<file path="src/rtl/instr_fetch_unit_pkg.sv">
// Shared RISC-V definitions: base opcodes and the fetch-state encoding.
// Latency: n/a (constants and types only).
// Backpressure: n/a.
package instr_fetch_unit_pkg;

    // Base-ISA major opcodes (instr[6:0]), shared with the main controller.
    localparam logic [6:0] lw   = 7'b0000011;
    localparam logic [6:0] sw   = 7'b0100011;
    localparam logic [6:0] RT   = 7'b0110011;
    localparam logic [6:0] BT   = 7'b1100011;
    localparam logic [6:0] IT   = 7'b0010011;
    localparam logic [6:0] jalr = 7'b1100111;
    localparam logic [6:0] jal  = 7'b1101111;
    localparam logic [6:0] lui  = 7'b0110111;

    typedef enum logic [1:0] {
        IDLE  = 2'b00,
        FETCH = 2'b01,
        ISSUE = 2'b10,
        HALT  = 2'b11
    } fetch_state_t;

endpackage

</file>
<file path="src/rtl/instr_fetch_unit_if.sv">
// Fetch-unit bundle: instruction-memory port, issue handshake and controller feedback.
// Latency: n/a (wiring only).
// Backpressure: instr_valid/instr_ready on the issue side; imem_req/imem_valid on memory side.
interface instr_fetch_unit_if #(
    parameter int XLEN = 32
);
    logic            imem_req;
    logic [XLEN-1:0] imem_addr;
    logic [31:0]     imem_rdata;
    logic            imem_valid;
    logic [31:0]     instr;
    logic [6:0]      op;
    logic [2:0]      func3;
    logic [6:0]      func7;
    logic [XLEN-1:0] pc;
    logic [XLEN-1:0] pc_plus4;
    logic            instr_valid;
    logic            instr_ready;
    logic            pc_src;
    logic [XLEN-1:0] pc_target;
    logic            done;
    logic            halted;
    logic [31:0]     instr_count;

    // Fetch unit side.
    modport master (
        output imem_req, imem_addr, instr, op, func3, func7, pc, pc_plus4,
               instr_valid, halted, instr_count,
        input  imem_rdata, imem_valid, instr_ready, pc_src, pc_target, done
    );

    // Memory / controller / datapath side.
    modport slave (
        input  imem_req, imem_addr, instr, op, func3, func7, pc, pc_plus4,
               instr_valid, halted, instr_count,
        output imem_rdata, imem_valid, instr_ready, pc_src, pc_target, done
    );
endinterface

</file>
<file path="src/rtl/instr_fetch_unit_pc_reg.sv">
// PC register with next-PC select (sequential or word-aligned target).
// Latency: new PC visible one cycle after load.
// Backpressure: none; PC holds whenever load is low.
module fetch_pc_reg #(
    parameter int              XLEN     = 32,
    parameter logic [XLEN-1:0] RESET_PC = '0
) (
    input  logic            clk,
    input  logic            rst,
    input  logic            load,
    input  logic            pc_src,
    input  logic [XLEN-1:0] pc_target,
    output logic [XLEN-1:0] pc,
    output logic [XLEN-1:0] pc_plus4
);
    logic [XLEN-1:0] pc_q;
    logic [XLEN-1:0] pc_next;

    // Next PC: taken target forced to a word boundary, else fall-through (wraps).
    always_comb begin
        pc_next = pc_q + XLEN'(4);
        if (pc_src) begin
            pc_next = {pc_target[XLEN-1:2], 2'b00};
        end
    end

    // PC register, updated only on a retiring non-halting instruction.
    always_ff @(posedge clk) begin
        if (rst) begin
            pc_q <= RESET_PC;
        end else if (load) begin
            pc_q <= pc_next;
        end
    end

    assign pc       = pc_q;
    assign pc_plus4 = pc_q + XLEN'(4);
endmodule

</file>
<file path="src/rtl/instr_fetch_unit.sv">
// Instruction fetch: fetches from variable-latency imem, issues IR to execute, applies PCSrc/done.
// Latency: zero-wait fetch gives instr_valid 1 cycle after request; 2 cycles per instruction.
// Backpressure: holds IR/PC in ISSUE while instr_ready is low; imem_req held until imem_valid.
module instr_fetch_unit
    import instr_fetch_unit_pkg::*;
#(
    parameter int              XLEN     = 32,
    parameter logic [XLEN-1:0] RESET_PC = '0
) (
    input  logic               clk,
    input  logic               rst,
    instr_fetch_unit_if.master bus
);
    fetch_state_t    state_q;
    fetch_state_t    state_d;
    logic [31:0]     ir_q;
    logic [31:0]     count_q;
    logic [XLEN-1:0] pc;
    logic            accept;
    logic            pc_load;

    assign accept  = (state_q == ISSUE) && bus.instr_ready;
    assign pc_load = accept && !bus.done;

    // State register; reset always returns to IDLE so a stale request is dropped.
    always_ff @(posedge clk) begin
        if (rst) begin
            state_q <= IDLE;
        end else begin
            state_q <= state_d;
        end
    end

    // Next-state logic: IDLE is a single cycle, HALT is sticky until reset.
    always_comb begin
        state_d = state_q;
        case (state_q)
            IDLE:    state_d = FETCH;
            FETCH:   if (bus.imem_valid) state_d = ISSUE;
            ISSUE:   if (bus.instr_ready) state_d = bus.done ? HALT : FETCH;
            HALT:    state_d = HALT;
            default: state_d = IDLE;
        endcase
    end

    // Instruction register, loaded only on the cycle memory returns data.
    always_ff @(posedge clk) begin
        if (rst) begin
            ir_q <= '0;
        end else if ((state_q == FETCH) && bus.imem_valid) begin
            ir_q <= bus.imem_rdata;
        end
    end

    // Retired-instruction counter, free-running wrap.
    always_ff @(posedge clk) begin
        if (rst) begin
            count_q <= '0;
        end else if (accept) begin
            count_q <= count_q + 32'd1;
        end
    end

    fetch_pc_reg #(
        .XLEN     (XLEN),
        .RESET_PC (RESET_PC)
    ) u_pc_reg (
        .clk       (clk),
        .rst       (rst),
        .load      (pc_load),
        .pc_src    (bus.pc_src),
        .pc_target (bus.pc_target),
        .pc        (pc),
        .pc_plus4  (bus.pc_plus4)
    );

    // Handshake outputs are pure state decodes; no input reaches an output combinationally.
    assign bus.imem_req    = (state_q == FETCH);
    assign bus.instr_valid = (state_q == ISSUE);
    assign bus.halted      = (state_q == HALT);
    assign bus.imem_addr   = bus.imem_req ? pc : '0;
    assign bus.pc          = pc;
    assign bus.instr       = ir_q;
    assign bus.op          = ir_q[6:0];
    assign bus.func3       = ir_q[14:12];
    assign bus.func7       = ir_q[31:25];
    assign bus.instr_count = count_q;
endmodule

</file>
<file path="src/flat_wrapper.sv">
// flat-port wrapper written by rule: the top's interface ports become plain ports
module instr_fetch_unit_flat import instr_fetch_unit_pkg::*;
#(
    parameter int              XLEN     = 32,
    parameter logic [XLEN-1:0] RESET_PC = '0
)
  (clk, rst, bus_imem_req, bus_imem_addr, bus_instr, bus_op, bus_func3, bus_func7, bus_pc, bus_pc_plus4, bus_instr_valid, bus_halted, bus_instr_count, bus_imem_rdata, bus_imem_valid, bus_instr_ready, bus_pc_src, bus_pc_target, bus_done);
  instr_fetch_unit_if #(.XLEN(XLEN)) bus_i ();
  input  logic clk;
  input  logic rst;
  output wire logic [$bits(bus_i.imem_req)-1:0] bus_imem_req;
  output wire logic [$bits(bus_i.imem_addr)-1:0] bus_imem_addr;
  output wire logic [$bits(bus_i.instr)-1:0] bus_instr;
  output wire logic [$bits(bus_i.op)-1:0] bus_op;
  output wire logic [$bits(bus_i.func3)-1:0] bus_func3;
  output wire logic [$bits(bus_i.func7)-1:0] bus_func7;
  output wire logic [$bits(bus_i.pc)-1:0] bus_pc;
  output wire logic [$bits(bus_i.pc_plus4)-1:0] bus_pc_plus4;
  output wire logic [$bits(bus_i.instr_valid)-1:0] bus_instr_valid;
  output wire logic [$bits(bus_i.halted)-1:0] bus_halted;
  output wire logic [$bits(bus_i.instr_count)-1:0] bus_instr_count;
  input wire logic [$bits(bus_i.imem_rdata)-1:0] bus_imem_rdata;
  input wire logic [$bits(bus_i.imem_valid)-1:0] bus_imem_valid;
  input wire logic [$bits(bus_i.instr_ready)-1:0] bus_instr_ready;
  input wire logic [$bits(bus_i.pc_src)-1:0] bus_pc_src;
  input wire logic [$bits(bus_i.pc_target)-1:0] bus_pc_target;
  input wire logic [$bits(bus_i.done)-1:0] bus_done;
  assign bus_imem_req = bus_i.imem_req;
  assign bus_imem_addr = bus_i.imem_addr;
  assign bus_instr = bus_i.instr;
  assign bus_op = bus_i.op;
  assign bus_func3 = bus_i.func3;
  assign bus_func7 = bus_i.func7;
  assign bus_pc = bus_i.pc;
  assign bus_pc_plus4 = bus_i.pc_plus4;
  assign bus_instr_valid = bus_i.instr_valid;
  assign bus_halted = bus_i.halted;
  assign bus_instr_count = bus_i.instr_count;
  assign bus_i.imem_rdata = bus_imem_rdata;
  assign bus_i.imem_valid = bus_imem_valid;
  assign bus_i.instr_ready = bus_instr_ready;
  assign bus_i.pc_src = bus_pc_src;
  assign bus_i.pc_target = bus_pc_target;
  assign bus_i.done = bus_done;
  instr_fetch_unit #(.XLEN(XLEN), .RESET_PC(RESET_PC)) u_core (.clk(clk), .rst(rst), .bus(bus_i));
endmodule
</file>
<file path="config.mk">
export PLATFORM = sky130hd
export DESIGN_NAME = instr_fetch_unit_flat
export DESIGN_NICKNAME = d
export VERILOG_FILES = /design/src/rtl/instr_fetch_unit_pkg.sv /design/src/rtl/instr_fetch_unit_if.sv /design/src/rtl/instr_fetch_unit_pc_reg.sv /design/src/rtl/instr_fetch_unit.sv /design/src/flat_wrapper.sv
export SDC_FILE = /design/constraint.sdc
export NUM_CORES = 1
export LEC_CHECK = 0
export ABC_AREA = 1
export CORE_AREA = 2 2 114 116
export CTS_CLUSTER_SIZE = 8
export DETAILED_ROUTE_END_ITERATION = 16
export DIE_AREA = 0 0 116 118
export GPL_ROUTABILITY_DRIVEN = 1
export PLACE_DENSITY = 0.84
export SYNTH_ARGS = -nofsm -noshare
export SYNTH_HDL_FRONTEND = slang
export SYNTH_SLANG_ARGS = --single-unit
</file>
<file path="constraint.sdc">
create_clock -name clk -period 2.6 [get_ports clk]
set_input_delay 0.65 -clock clk [delete_from_list [all_inputs] [get_ports clk]]
set_output_delay 0.65 -clock clk [all_outputs]
set_load 0.1 [all_outputs]
</file>
==> results of run 1 <==
## power by group through the flow
stage | Clock, uW | Combinational (uW) | Sequential [uW]
after floorplan | 0 | 641 | 2010
after global placement | 0 | 1380 | 1620
after detailed placement | 0 | 1390 | 1630
after CTS | 1400 | 1400 | 1590
after global routing | 1460 | 1460 | 1600
final | 1380 | 1410 | 1590
## per-stage QoR
step / std cells / util
2_1_floorplan: 857 / -
3_3_place_gp: 1227 / 0.710
3_5_place_dp: 1227 / 0.710
4_1_cts: 1260 / 0.747
5_1_grt: 1269 / 0.756
6_report: 1269 / 0.756
## what timing repair did
action,in CTS,in global routing
gates resized for setup,6,15
buffers inserted,17,9
setup endpoints to repair,13,12
pin swaps,7,5
## worst max-delay path, stage by stage (launching register included)
cell	delay [ns]
dfxtp_4	0.37
ha_4	0.16
nand2_2	0.08
nor2_4	0.04
nand2_4	0.13
nor2_4	0.07
nand2_1	0.11
nand2_2	0.09
buf_4	0.14
buf_4	0.12
buf_4	0.12
buf_4	0.12
buf_4	0.12
buf_4	0.12
buf_4	0.12
buf_4	0.12
buf_4	0.12
buf_4	0.12
buf_4	0.12
nand3_1	0.07
a21oi_1	0.07
## layout make-up
type,count,area share
clock buffers,10,0.0267
multi-input cells,635,0.383
flip-flops and latches,96,0.210
repair buffers,278,0.322
inverters,72,0.0292
clock inverters,6,0.00600
well taps,172,0.0229
## kinds of logic after synthesis
kind of cell,after synthesis
flops,96
xor+xnor,18
simple gates,463
fa+ha+maj,2
buf+inv,126
other cells,1
compound gates,146
## cell usage in the layout (no fill, tap or decap), types with 6 or more instances in the layout
cell	Yosys	final
inv_1	68	65
clkbuf_16	0	10
nor3_1	7	7
nand2_2	4	9
buf_12	0	61
clkdlybuf4s50_1	0	67
xor2_4	0	13
nand2_1	200	186
inv_2	4	6
a21oi_1	69	69
nand2_4	2	10
buf_4	23	149
conb_1	1	6
nand3_1	30	27
nor2_1	184	147
dfxtp_1	96	72
dfxtp_2	0	15
nor2_4	16	48
o21ai_0	69	69
dfxtp_4	0	9
nor2_2	5	10
## per-layer routing
layer	part of all wire	track usage	up-vias
li1	-	-	3139
met1	0.39	0.326	2908
met2	0.50	0.497	285
met3	0.076	0.0602	50
met4	0.038	0.128	0
met5	0	0	-
## path summary, 6_finish.rpt
check | start | endpoint | slack [ns] | depth (start not counted)
setup / recovery | u_core.u_pc_reg.pc[2]$_SDFFE_PP0P_ | u_core.u_pc_reg.pc[22]$_SDFFE_PP0P_ | -0.05 | 20
hold / removal | u_core.bus.instr_count[31]$_SDFFE_PP0N_ | u_core.bus.instr_count[31]$_SDFFE_PP0N_ | 0.51 | 2
setup reg to reg | u_core.u_pc_reg.pc[2]$_SDFFE_PP0P_ | u_core.u_pc_reg.pc[22]$_SDFFE_PP0P_ | -0.05 | 20
hold reg to reg | u_core.bus.instr_count[31]$_SDFFE_PP0N_ | u_core.bus.instr_count[31]$_SDFFE_PP0N_ | 0.51 | 2
## state kept, by name, indices dropped and copies added (netlist names)
register,cells
u_core.bus.instr,32
u_core.bus.instr_count,32
u_core.u_pc_reg.pc,30
u_core.state_q,2
==> results by group, run 1 <==
Power
  • Comb pwr share: 0.322
  • Leak: 0.00373 uW
  • Clock power frac: 0.316
  • Pint: 2610 uW
  • PwrDens: 466 nW/um^2
  • Sw Pwr: 1770 uW
  • Reg power frac: 0.363
  • VDD IR max: 0.000478 V
  • Switching share of total power: 0.404
  • Total Power: 4370 uW

Floorplanning
  • Cell Rows: 41
  • Initial Utilization: 0.441
  • Core area: 12400 um^2
  • Die Y: 118 um
  • Die ar.: 13700 um^2
  • I/O pin cnt: 250
  • Width of the die: 116 um

Yosys
  • Count leader, synth: nand2_1
  • Average cell area after synthesis: 6.42 um^2
  • Synth Area in Adders: 0.00458
  • Synth top area share: 0.351
  • Largest family of logic cells by synthesized area: simple AND/OR/NAND/NOR gates
  • Ys async rst share: 0
  • Synth Area in Compound Gates: 0.137
  • Multiplexer area fraction after synthesis: 0
  • Post-Synthesis Cells: 852
  • Cell variety after synth: 34
  • Synth Flop Type: dfxtp_1
  • Synthesis-stage register bit count: 96
  • Synthesis Warnings: 0
  • Largest cells by area after synthesis: dfxtp_1 (35%), nand2_1 (14%), nor2_1 (13%), a21oi_1 (6.3%), o21ai_0 (6.3%)
  • Post-synth EDFFs: 0
  • Post-synthesis xor/xnor area fraction: 0.0357
  • Post-Syn Area: 5470 um^2
  • Synth area leader: dfxtp_1
  • Fraction of the mapped netlist area in simple logic gates: 0.366
  • Post-synth top cells: nand2_1 (200), nor2_1 (184), dfxtp_1 (96)
  • Post-synthesis sequential area ratio: 0.351

STA
  • Max Freq: 378 MHz
  • # setup viols final: 1
  • Hold slack: 0.514 ns
  • Fin crit share: 1.02
  • Final Slew Violations: 0
  • Setup TNS Final: -0.0481 ns
  • Clk_skew: 0.00626 ns
  • Final hold violations: 0
  • Setup WS post-layout: -0.0481 ns
  • Rel. slew slack: 0.602
  • Minimum clock period after layout: 2.65 ns
  • RSZ-0062 raised after global routing: true
  • Slew @ Worst Pin: 0.596 ns

GRT
  • Number of antenna violations at the first check in global routing: 0
  • Number of global-route vias before repair: 6183
  • GR Overflow Total: 0
  • Largest net degree at the start of global routing: 34
  • First-pass GRT wire length: 30700 um
  • Gr usage total: 0.284

Final layout
  • Filler instances: 920
  • Ant diodes: 0
  • Final #Nets: 1164
  • Final Cell Area: 9390 um^2
  • Area Overhead vs Synth: 71.7%
  • Register area: 1970 um^2
  • Area of the multi-input gates: 3600 um^2
  • Share of layout cells above drive strength 1: 0.331

Clock network
  • H-tree depth: 3
  • Clock Pin Slew Worst Setup and Hold Paths: 0.07 ns
  • Clock root buffer: clkbuf_16
  • CTS Sinks: 96
  • Worst skew pair latency: 0.36 ns
  • Clock Tree Buf Depth: 2
  • Hold Buf Count CTS: 0
  • Total CTS buffers: 9
  • CTS tree: built

Route
  • Vias post-DR: 6382
  • Drt total wl: 19400 um
  • DR DRC count: 0
  • DRT iter0 DRCs: 383
  • First drt pass iteration count: 7
  • Routed Antenna Nets: 0
  • WL per Instance: 15.3 um
  • Via/cell ratio: 5.03

Flow run
  • MaxCap Viol Count: 0

Placement
  • Dpl hpwl: 14300 um
  • RD Place Congestion: 0.951
  • Dpl ws: 0.221 ns
  • Dpl cell area: 8820 um^2
  • I/O Buffers: 241

Setup path
  • Worst setup SP type: flop
  • Crit path DAT: 2.89 ns
  • Type of destination of the critical path: flop
  • Worst-path fanout max: 5
  • Critical path class: reg2reg
  • Critical Path RT: 2.84 ns

Run status
  • Failing checks: setup timing
  • Status: complete, but fails checks

Min path
  • Hold WC Path Type: reg2reg
Note: power is estimated with default switching activity, not from simulation.
==> inputs of run 2 (changes only) <==
- TNS_END_PERCENT: default -> 5
==> results by group, run 2 (synthesis gave the netlist of run 1 again) <==
Run status
  • Status: completed

Setup path
  • Crit path DAT: 1.92 ns
  • Type of destination of the critical path: primary output
  • Critical Path RT: 1.95 ns
  • Top Family by Delay on Critical Path: simple AND/OR/NAND/NOR gates
  • Worst path bufs/invs: 2
  • Critical Path, Cell by Cell: clkinvlp_4 > nor2_4 > nand2_4 > nor2_2 > nand3_1 > and2_2 > buf_12
  • Worst setup SP type: flop
  • Biggest cell delay along the critical path: 0.39 ns
  • Worst-path fanout max: 5
  • Max stage delay cell, worst path: dfxtp_4
  • Critical path class: reg2out

STA
  • Final Slew Violations: 0
  • Minimum clock period after layout: 2.57 ns
  • Hold slack: 0.511 ns
  • Fin crit share: 0.989
  • RSZ-0062 raised after global routing: true
  • Clk_skew: 0.00944 ns
  • Max Freq: 389 MHz
  • # setup viols final: 0
  • Setup WS post-layout: 0.0292 ns
  • Final hold violations: 0
  • Setup TNS Final: 0 ns
  • Rel. slew slack: 0.632
  • Slew @ Worst Pin: 0.550 ns

Power
  • Leak: 0.00362 uW
  • VDD IR max: 0.000384 V
  • PwrDens: 497 nW/um^2

Min path
  • Hold WC Path Type: reg2reg

Floorplanning
  • Initial Utilization: 0.441
  • Width of the die: 116 um
  • I/O pin cnt: 250
  • Die ar.: 13700 um^2
  • Die Y: 118 um
  • Core area: 12400 um^2
  • Cell Rows: 41

Final layout
  • Area Overhead vs Synth: 66.1%
  • Share of layout cells above drive strength 1: 0.301
  • Final #Nets: 1143
  • Ant diodes: 0
  • Most common cell after layout, fill and taps aside: nand2_1
  • Most frequent cells in the layout: nand2_1 (192), nor2_1 (150), buf_4 (129)

Route
  • Routed Antenna Nets: 0
  • DRT iter0 DRCs: 425
  • First drt pass iteration count: 5
  • DR DRC count: 0
  • Via/cell ratio: 5.02
  • Drt total wl: 18700 um
  • Vias post-DR: 6262
  • WL per Instance: 15.0 um

Clock network
  • Hold Buf Count CTS: 0
  • Total CTS buffers: 9
  • CTS Sinks: 96
  • CTS tree: built
  • Worst skew pair latency: 0.33 ns
  • Clock root buffer: clkbuf_16
  • Clock Pin Slew Worst Setup and Hold Paths: 0.07 ns
  • H-tree depth: 3
  • Clock Tree Buf Depth: 2

GRT
  • Largest net degree at the start of global routing: 77
  • Gr usage total: 0.268
  • Number of antenna violations at the first check in global routing: 0
  • GR Overflow Total: 0
  • First-pass GRT wire length: 29600 um
  • Number of global-route vias before repair: 6049

Placement
  • Dpl hpwl: 14100 um
  • Dpl ws: 0.217 ns
  • I/O Buffers: 241
  • RD Place Congestion: 0.944

Flow run
  • MaxCap Viol Count: 0
[run 2: what timing repair did]
item | in CTS | in global routing
setup endpoints to repair | 9 | 15
buffers inserted | 2 | 2
hold endpoints to repair | 0 | 0
pin swaps | 4 | 6
cloned | 0 | 0
resized for setup | 5 | 11
[run 2: final timing paths]
path              cells past startpoint  slack, ns                              startpoint                                      end
hold / removal                        2       0.51  u_core.bus.instr_count[9]$_SDFFE_PP0N_   u_core.bus.instr_count[9]$_SDFFE_PP0N_
setup reg to reg                      8       0.80  u_core.bus.instr_count[0]$_SDFFE_PP0N_  u_core.bus.instr_count[28]$_SDFFE_PP0N_
setup / recovery                      7       0.03      u_core.u_pc_reg.pc[2]$_SDFFE_PP0P_                         bus_pc_plus4[23]
hold reg to reg                       2       0.51  u_core.bus.instr_count[9]$_SDFFE_PP0N_   u_core.bus.instr_count[9]$_SDFFE_PP0N_
[run 2: per-stage QoR]
step | area [um^2] | utilization | total power, uW | std cells
6_report | 9080 | 0.732 | 4510 | 1248
5_1_grt | 9080 | 0.732 | 4650 | 1248
4_1_cts | 9020 | 0.727 | 4540 | 1246
3_5_place_dp | 8650 | 0.697 | 3010 | 1228
3_3_place_gp | 8650 | 0.697 | 3000 | 1228
2_1_floorplan | 5920 | - | 2640 | 857
[run 2: area by class of cell]
class	instances	area [um^2]
Multi-Input combinational cell	635	3440
Fill cell	951	3330
Timing Repair Buffer	257	2850
Sequential cell	96	1950
Inverter	72	274
Clock buffer	11	243
Tap cell	172	215
Clock inverter	5	104
[run 2: worst reg2reg max path: cells and delay by family (launching register included)]
kind,cells,cell delay (ns)
adders and majority gates,1,0.28
DFF,1,0.45
and+or+nand+nor,7,0.98
[run 2: per-layer routing]
metal / wire length, um / vias to the layer above / part of all wire / GRT usage
li1: - / 3095 / - / -
met1: 7440 / 2829 / 0.40 / 0.338
met2: 9110 / 298 / 0.49 / 0.450
met3: 1550 / 40 / 0.083 / 0.0505
met4: 558 / 0 / 0.030 / 0.103
met5: 0 / - / 0 / 0
[run 2: power by group]
| group | internal [uW] | leakage (uW) | switching, uW |
|---|---|---|---|
| sequential | 1530 | 0.000789 | 63.4 |
| combinational | 340 | 0.00267 | 1050 |
| clock | 968 | 0.000170 | 569 |
==> inputs of run 3 (changes only) <==
- CORE_AREA: 2 2 114 116 -> 2 2 118 120
- DIE_AREA: 0 0 116 118 -> 0 0 120 122
- PLACE_DENSITY: 0.84 -> 0.79
- REMOVE_ABC_BUFFERS: default -> 1
- clock period: 2.6 -> 2.64 ns (I/O delays scaled with it)
==> results by group, run 3 (synthesis gave the netlist of run 1 again) <==
Route
  • Vias post-DR: 6101
  • DR DRC count: 0
  • Routed Antenna Nets: 0
  • DRT iter0 DRCs: 337
  • Via/cell ratio: 4.87
  • WL per Instance: 14.0 um
  • Drt total wl: 17600 um
  • First drt pass iteration count: 5

GRT
  • Largest net degree at the start of global routing: 77
  • First-pass GRT wire length: 27700 um
  • Number of antenna violations at the first check in global routing: 0
  • Gr usage total: 0.237
  • GR Overflow Total: 0
  • Number of global-route vias before repair: 5602

Setup path
  • RR Endpoint: u_core.bus.instr_count[28]$_SDFFE_PP0N_
  • Critical Path Source: u_core.u_pc_reg.pc[11]$_SDFFE_PP0P_
  • Critical path class: reg2out
  • Critical Path RT: 1.98 ns
  • Crit path DAT: 1.89 ns
  • Worst setup SP type: flop
  • Worst r2r src: u_core.bus.instr_count[0]$_SDFFE_PP0N_
  • CP Capture Point: bus_pc_plus4[24]
  • R2R Setup Slk: 0.89 ns
  • Worst-path fanout max: 6
  • Reg2reg path depth: 8
  • Type of destination of the critical path: primary output

Floorplanning
  • I/O pin cnt: 250
  • Die ar.: 14600 um^2
  • Cell Rows: 43
  • Core area: 13500 um^2
  • Initial Utilization: 0.405
  • Die Y: 122 um
  • Width of the die: 120 um

STA
  • Clk_skew: 0.00680 ns
  • Final hold violations: 0
  • Slew @ Worst Pin: 0.527 ns
  • Max Freq: 392 MHz
  • Rel. slew slack: 0.648
  • Fin crit share: 0.966
  • Final Slew Violations: 0
  • Setup TNS Final: 0 ns
  • Minimum clock period after layout: 2.55 ns
  • RSZ-0062 raised after global routing: false
  • # setup viols final: 0

Final layout
  • Area Overhead vs Synth: 58.1%
  • Final #Nets: 1141
  • Most frequent cells in the layout: nand2_1 (200), nor2_1 (182), buf_4 (127)
  • Ant diodes: 0
  • Most common cell after layout, fill and taps aside: nand2_1
  • Final core utilization: 0.640
  • Filler instances: 1196
  • Share of layout cells above drive strength 1: 0.247
  • Final Cell Area: 8640 um^2

Min path
  • Hold Path Origin: u_core.bus.instr_count[8]$_SDFFE_PP0N_
  • Hold WC Path Type: reg2reg

Clock network
  • Worst skew pair latency: 0.35 ns
  • H-tree depth: 3
  • Clock Tree Buf Depth: 2
  • CTS tree: built
  • Hold Buf Count CTS: 0
  • Total CTS buffers: 9
  • CTS Sinks: 96
  • Clock root buffer: clkbuf_16
  • Clock Pin Slew Worst Setup and Hold Paths: 0.07 ns

Run status
  • Status: completed

Power
  • PwrDens: 503 nW/um^2
  • Leak: 0.00358 uW
  • VDD IR max: 0.000521 V

Placement
  • RD Place Congestion: 0.870
  • Dpl hpwl: 12900 um
  • Dpl cell area: 8250 um^2
  • I/O Buffers: 241

Flow run
  • MaxCap Viol Count: 0
==> run 3: changes by cell type in the layout (fill, tap and decap cells not counted), sizes merged <==
cell | before | now
buf | 190 | 188
bufinv | 3 | 2
clkbuf | 11 | 9
clkinv | 2 | 0
clkinvlp | 1 | 0
inv | 71 | 77
==> run 3: critical path, cell delays in order (launching register included) <==
cell	delay (ns)
dfxtp_1	0.48
nand2_2	0.14
nor2_4	0.17
nand2_1	0.10
nor2_4	0.15
nand2_1	0.06
nand2_1	0.07
and2_1	0.17
buf_12	0.18
==> run 3: final cells by class <==
cell class | instances | area [um^2] | area share
timing repair buffer | 255 | 2850 | 0.329
tap | 180 | 225 | 0.0261
multi-input combinational | 635 | 3030 | 0.351
clock inverter | 7 | 106 | 0.0123
clock buffer | 9 | 225 | 0.0261
sequential | 96 | 1940 | 0.225
inverter | 72 | 270 | 0.0313
==> run 3: metal layers <==
metal  share of wire  track usage  wire [um]  up-vias
met5               0            0          0        -
met4           0.016       0.0787        273        0
met3           0.070       0.0515       1230       19
met2            0.49        0.404       8680      239
met1            0.42        0.296       7380     2754
li1                -            -          -     3089
==> run 3: worst min path at each step <==
stage,to,slack (ns),cells past startpoint
2_1_floorplan,u_core.state_q[1]$_SDFFE_PP0P_,0.57,4
3_3_place_gp,u_core.bus.instr[17]$_SDFFE_PP0P_,0.49,2
3_5_place_dp,u_core.bus.instr_count[11]$_SDFFE_PP0N_,0.50,2
4_1_cts,u_core.bus.instr_count[8]$_SDFFE_PP0N_,0.52,2
5_1_grt,u_core.bus.instr_count[8]$_SDFFE_PP0N_,0.55,2
6_report,u_core.bus.instr_count[8]$_SDFFE_PP0N_,0.51,2
==> run 3: stage by stage <==
step | power, uW | setup WS (ns) | instances | hold WS, ns
after floorplan | 2490 | -1.97 | 803 | 0.571
after global placement | 2890 | 0.260 | 1236 | 0.493
after detailed placement | 2900 | 0.243 | 1236 | 0.498
after CTS | 4380 | 0.00382 | 1254 | 0.516
after global routing | 4490 | 0.00763 | 1254 | 0.548
final | 4350 | 0.0903 | 1254 | 0.513
==> run 3: report_power, final <==
group	internal, uW	switching [uW]
combinational	323	985
sequential	1510	56.7
clock	852	622
==> run 3: timing repair <==
item | in CTS | in global routing
buffers inserted | 2 | 0
setup endpoints to repair | 8 | 21
cloned | 0 | 0
pin swaps | 3 | 4
resized for setup | 3 | 19
==> RTL edit, RTL diff (settings of run 2) <==
`XLEN` is set to 32 in 4 places; all go to 28.
--- a/src/rtl/instr_fetch_unit_if.sv
+++ b/src/rtl/instr_fetch_unit_if.sv
@@ -2,7 +2,7 @@
 // Latency: n/a (wiring only).
 // Backpressure: instr_valid/instr_ready on the issue side; imem_req/imem_valid on memory side.
 interface instr_fetch_unit_if #(
-    parameter int XLEN = 32
+    parameter int XLEN = 28
 );
     logic            imem_req;
     logic [XLEN-1:0] imem_addr;
--- a/src/rtl/instr_fetch_unit_pc_reg.sv
+++ b/src/rtl/instr_fetch_unit_pc_reg.sv
@@ -2,7 +2,7 @@
 // Latency: new PC visible one cycle after load.
 // Backpressure: none; PC holds whenever load is low.
 module fetch_pc_reg #(
-    parameter int              XLEN     = 32,
+    parameter int              XLEN     = 28,
     parameter logic [XLEN-1:0] RESET_PC = '0
 ) (
     input  logic            clk,
--- a/src/rtl/instr_fetch_unit.sv
+++ b/src/rtl/instr_fetch_unit.sv
@@ -4,7 +4,7 @@
 module instr_fetch_unit
     import instr_fetch_unit_pkg::*;
 #(
-    parameter int              XLEN     = 32,
+    parameter int              XLEN     = 28,
     parameter logic [XLEN-1:0] RESET_PC = '0
 ) (
     input  logic               clk,
--- a/src/flat_wrapper.sv
+++ b/src/flat_wrapper.sv
@@ -1,7 +1,7 @@
 // flat-port wrapper written by rule: the top's interface ports become plain ports
 module instr_fetch_unit_flat import instr_fetch_unit_pkg::*;
 #(
-    parameter int              XLEN     = 32,
+    parameter int              XLEN     = 28,
     parameter logic [XLEN-1:0] RESET_PC = '0
 )
   (clk, rst, bus_imem_req, bus_imem_addr, bus_instr, bus_op, bus_func3, bus_func7, bus_pc, bus_pc_plus4, bus_instr_valid, bus_halted, bus_instr_count, bus_imem_rdata, bus_imem_valid, bus_instr_ready, bus_pc_src, bus_pc_target, bus_done);
Interface: changed (resized bus_imem_addr, bus_pc, bus_pc_plus4 and bus_pc_target); port bits go from 250 to 234. No check against the original RTL was run, so the function may have changed too.
==> RTL edit against run 2 <==
Setup slack got worse by 28 ps; wire length decreased by 5.3%; total power down 6.8%; synthesized area down 7.0%; final area shrank 5.6%; clock power fell by 10%; global-route usage down 1.7 points; register-to-register slack worse by 30 ps; sequential cell count shrank 4.
==> RTL edit: results (changes against run 2) <==
Metal2 WL - 8560 µm (-6.1%)
Met3 wire length - 1310 µm (-16%)
M1 WL - 7190 µm (-3.4%)
CTS H-tree depth - 3 (unchanged)
Routability cong. - 0.922 (-2.3%)
Grt met3 use - 5.36% (+0.31 points)
Top cells by count, synth - 179 x nor2_1, 173 x nand2_1, 92 x dfxtp_1
Worst VDD drop - 0.339 mV (-12%)
CTS hold repair buffers - 0 (unchanged)
Worst rel slew slack - 65.4% (+2.2 points)
Worst hold slack - 486 ps (-25.0 ps)
Port bufs - 225 (-6.6%)
Compound-Gate Fraction of Synth Area - 13.6% (-0.093 points)
Met2 Use GR - 42.3% (-2.6 points)
Layout Cells excl Fill - 1,188 (-4.8%)
Vias per std cell - 5.05 (+0.69%)
Sequential element share of the synthesized area - 36.2% (+1.1 points)
1st-iter DRT viols - 401 (-5.6%)
Seq group - 1.52 mW (-4%)
Largest net degree at the start of global routing - 58 (-25%)
Met1 usage - 30.5% (-3.3 points)
Nets - 1,079 (-5.6%)
Synth Instances - 796 (-6.6%)
Share of post-route cells with drive strength above 1 - 29.8% (-0.29 points)
R2R Setup Slk - 770 ps (-30 ps)
Antenna Diode Count - 0 (unchanged)
Synthesized-area fraction occupied by adder cells - 0.492% (+0.035 points)
Switch share - 39.6% (+2.4 points)
Leak Pwr - 3.44 nW (-5.0%)
Cell variety after synth - 33 (-2.9%)
Root Driver - clkbuf_16
Worst Skew - 11.7 ps (+2.27 ps)
Max frequency - 0.385 GHz (-1.1%)
Worst-Skew Late Latency - 350 ps (+20 ps)
Area contributors post-synth - dfxtp_1 36%, nor2_1 13%, nand2_1 13%, a21oi_1 6.2%, o21ai_0 6.1%
Routed len/inst - 14.9 µm (-0.49%)
Sequential share of power - 36.1% (+0.9 points)
Drt pass-1 iters - 7 (+2)
WP data arrival - 1950 ps (+30 ps)
Clock Pin Slew Worst Setup and Hold Paths - 70 ps (about the same)
Placed cell areas - 8060 µm² (-6.8%)
Global-route wire length before repair - 27,600 µm (-6.4%)
Share of total power in combinational logic - 31.0% (+0.3 points)
Setup WS pre-CTS - 34.8 ps (-182 ps)
Vias in the first global route - 5,536 (-8.5%)
HPWL Detailed - 13,000 µm (-7.5%)
Crit-path max FO - 5 (unchanged)
Gr usage total - 25.1% (-1.7 points)
Status - complete, no violations
Post-Synth XOR/XNOR Area - 3.45% (-0.12 points)
## RTL edit: changes by cell type in the layout (fill, tap and decap cells not counted), sizes merged, moves of 3 or more
| cell | delta |
|---|---|
| inv | -4 |
| o21ai | -5 |
| buf | -3 |
| nor2 | -13 |
| nand2 | -30 |
| clkdlybuf4s50 | -4 |
| dfxtp | -4 |
| a21oi | -6 |
## RTL edit: worst paths after layout
kind                                endpoint                       start  cells after the start
setup / recovery            bus_pc_plus4[18]       u_core.u_pc_reg.pc[2]                      8
hold / removal    u_core.bus.instr_count[14]  u_core.bus.instr_count[14]                      2
setup reg to reg      u_core.u_pc_reg.pc[23]           u_core.state_q[1]                      6
hold reg to reg   u_core.bus.instr_count[14]  u_core.bus.instr_count[14]                      2
## RTL edit: cell families (layout without fill, tap and decap cells)
family | after synthesis | after routing
AND/OR/NAND/NOR | 427 | 427
adder cells (fa/ha/maj) | 2 | 2
flip-flops | 92 | 92
AO/OA/AOI/OAI | 135 | 135
buffers and inverters | 119 | 334
XOR/XNOR | 20 | 20
other | 1 | 6
## RTL edit: cell type report
| type | instances | area (µm²) |
|---|---|---|
| clock buffer | 9 | 225 |
| inverter | 68 | 273 |
| sequential | 92 | 1880 |
| clock inverter | 7 | 80.1 |
| fill | 970 | 3840 |
| multi-input combinational | 590 | 3210 |
| tap | 172 | 215 |
| timing repair buffer | 250 | 2690 |
## RTL edit: worst max-delay path: stages (launching register included)
cell and delay [ps]:
dfxtp_4 390, ha_4 160, nand2_2 70, nor2_4 160
nand2_4 100, nor2_4 220, buf_12 140, xor2_4 180
buf_12 190
## RTL edit: what timing repair did
item	4_1_cts	5_1_grt
buffers inserted	3	10
resized for setup	11	17
pin swaps	5	9
setup endpoints to repair	12	20
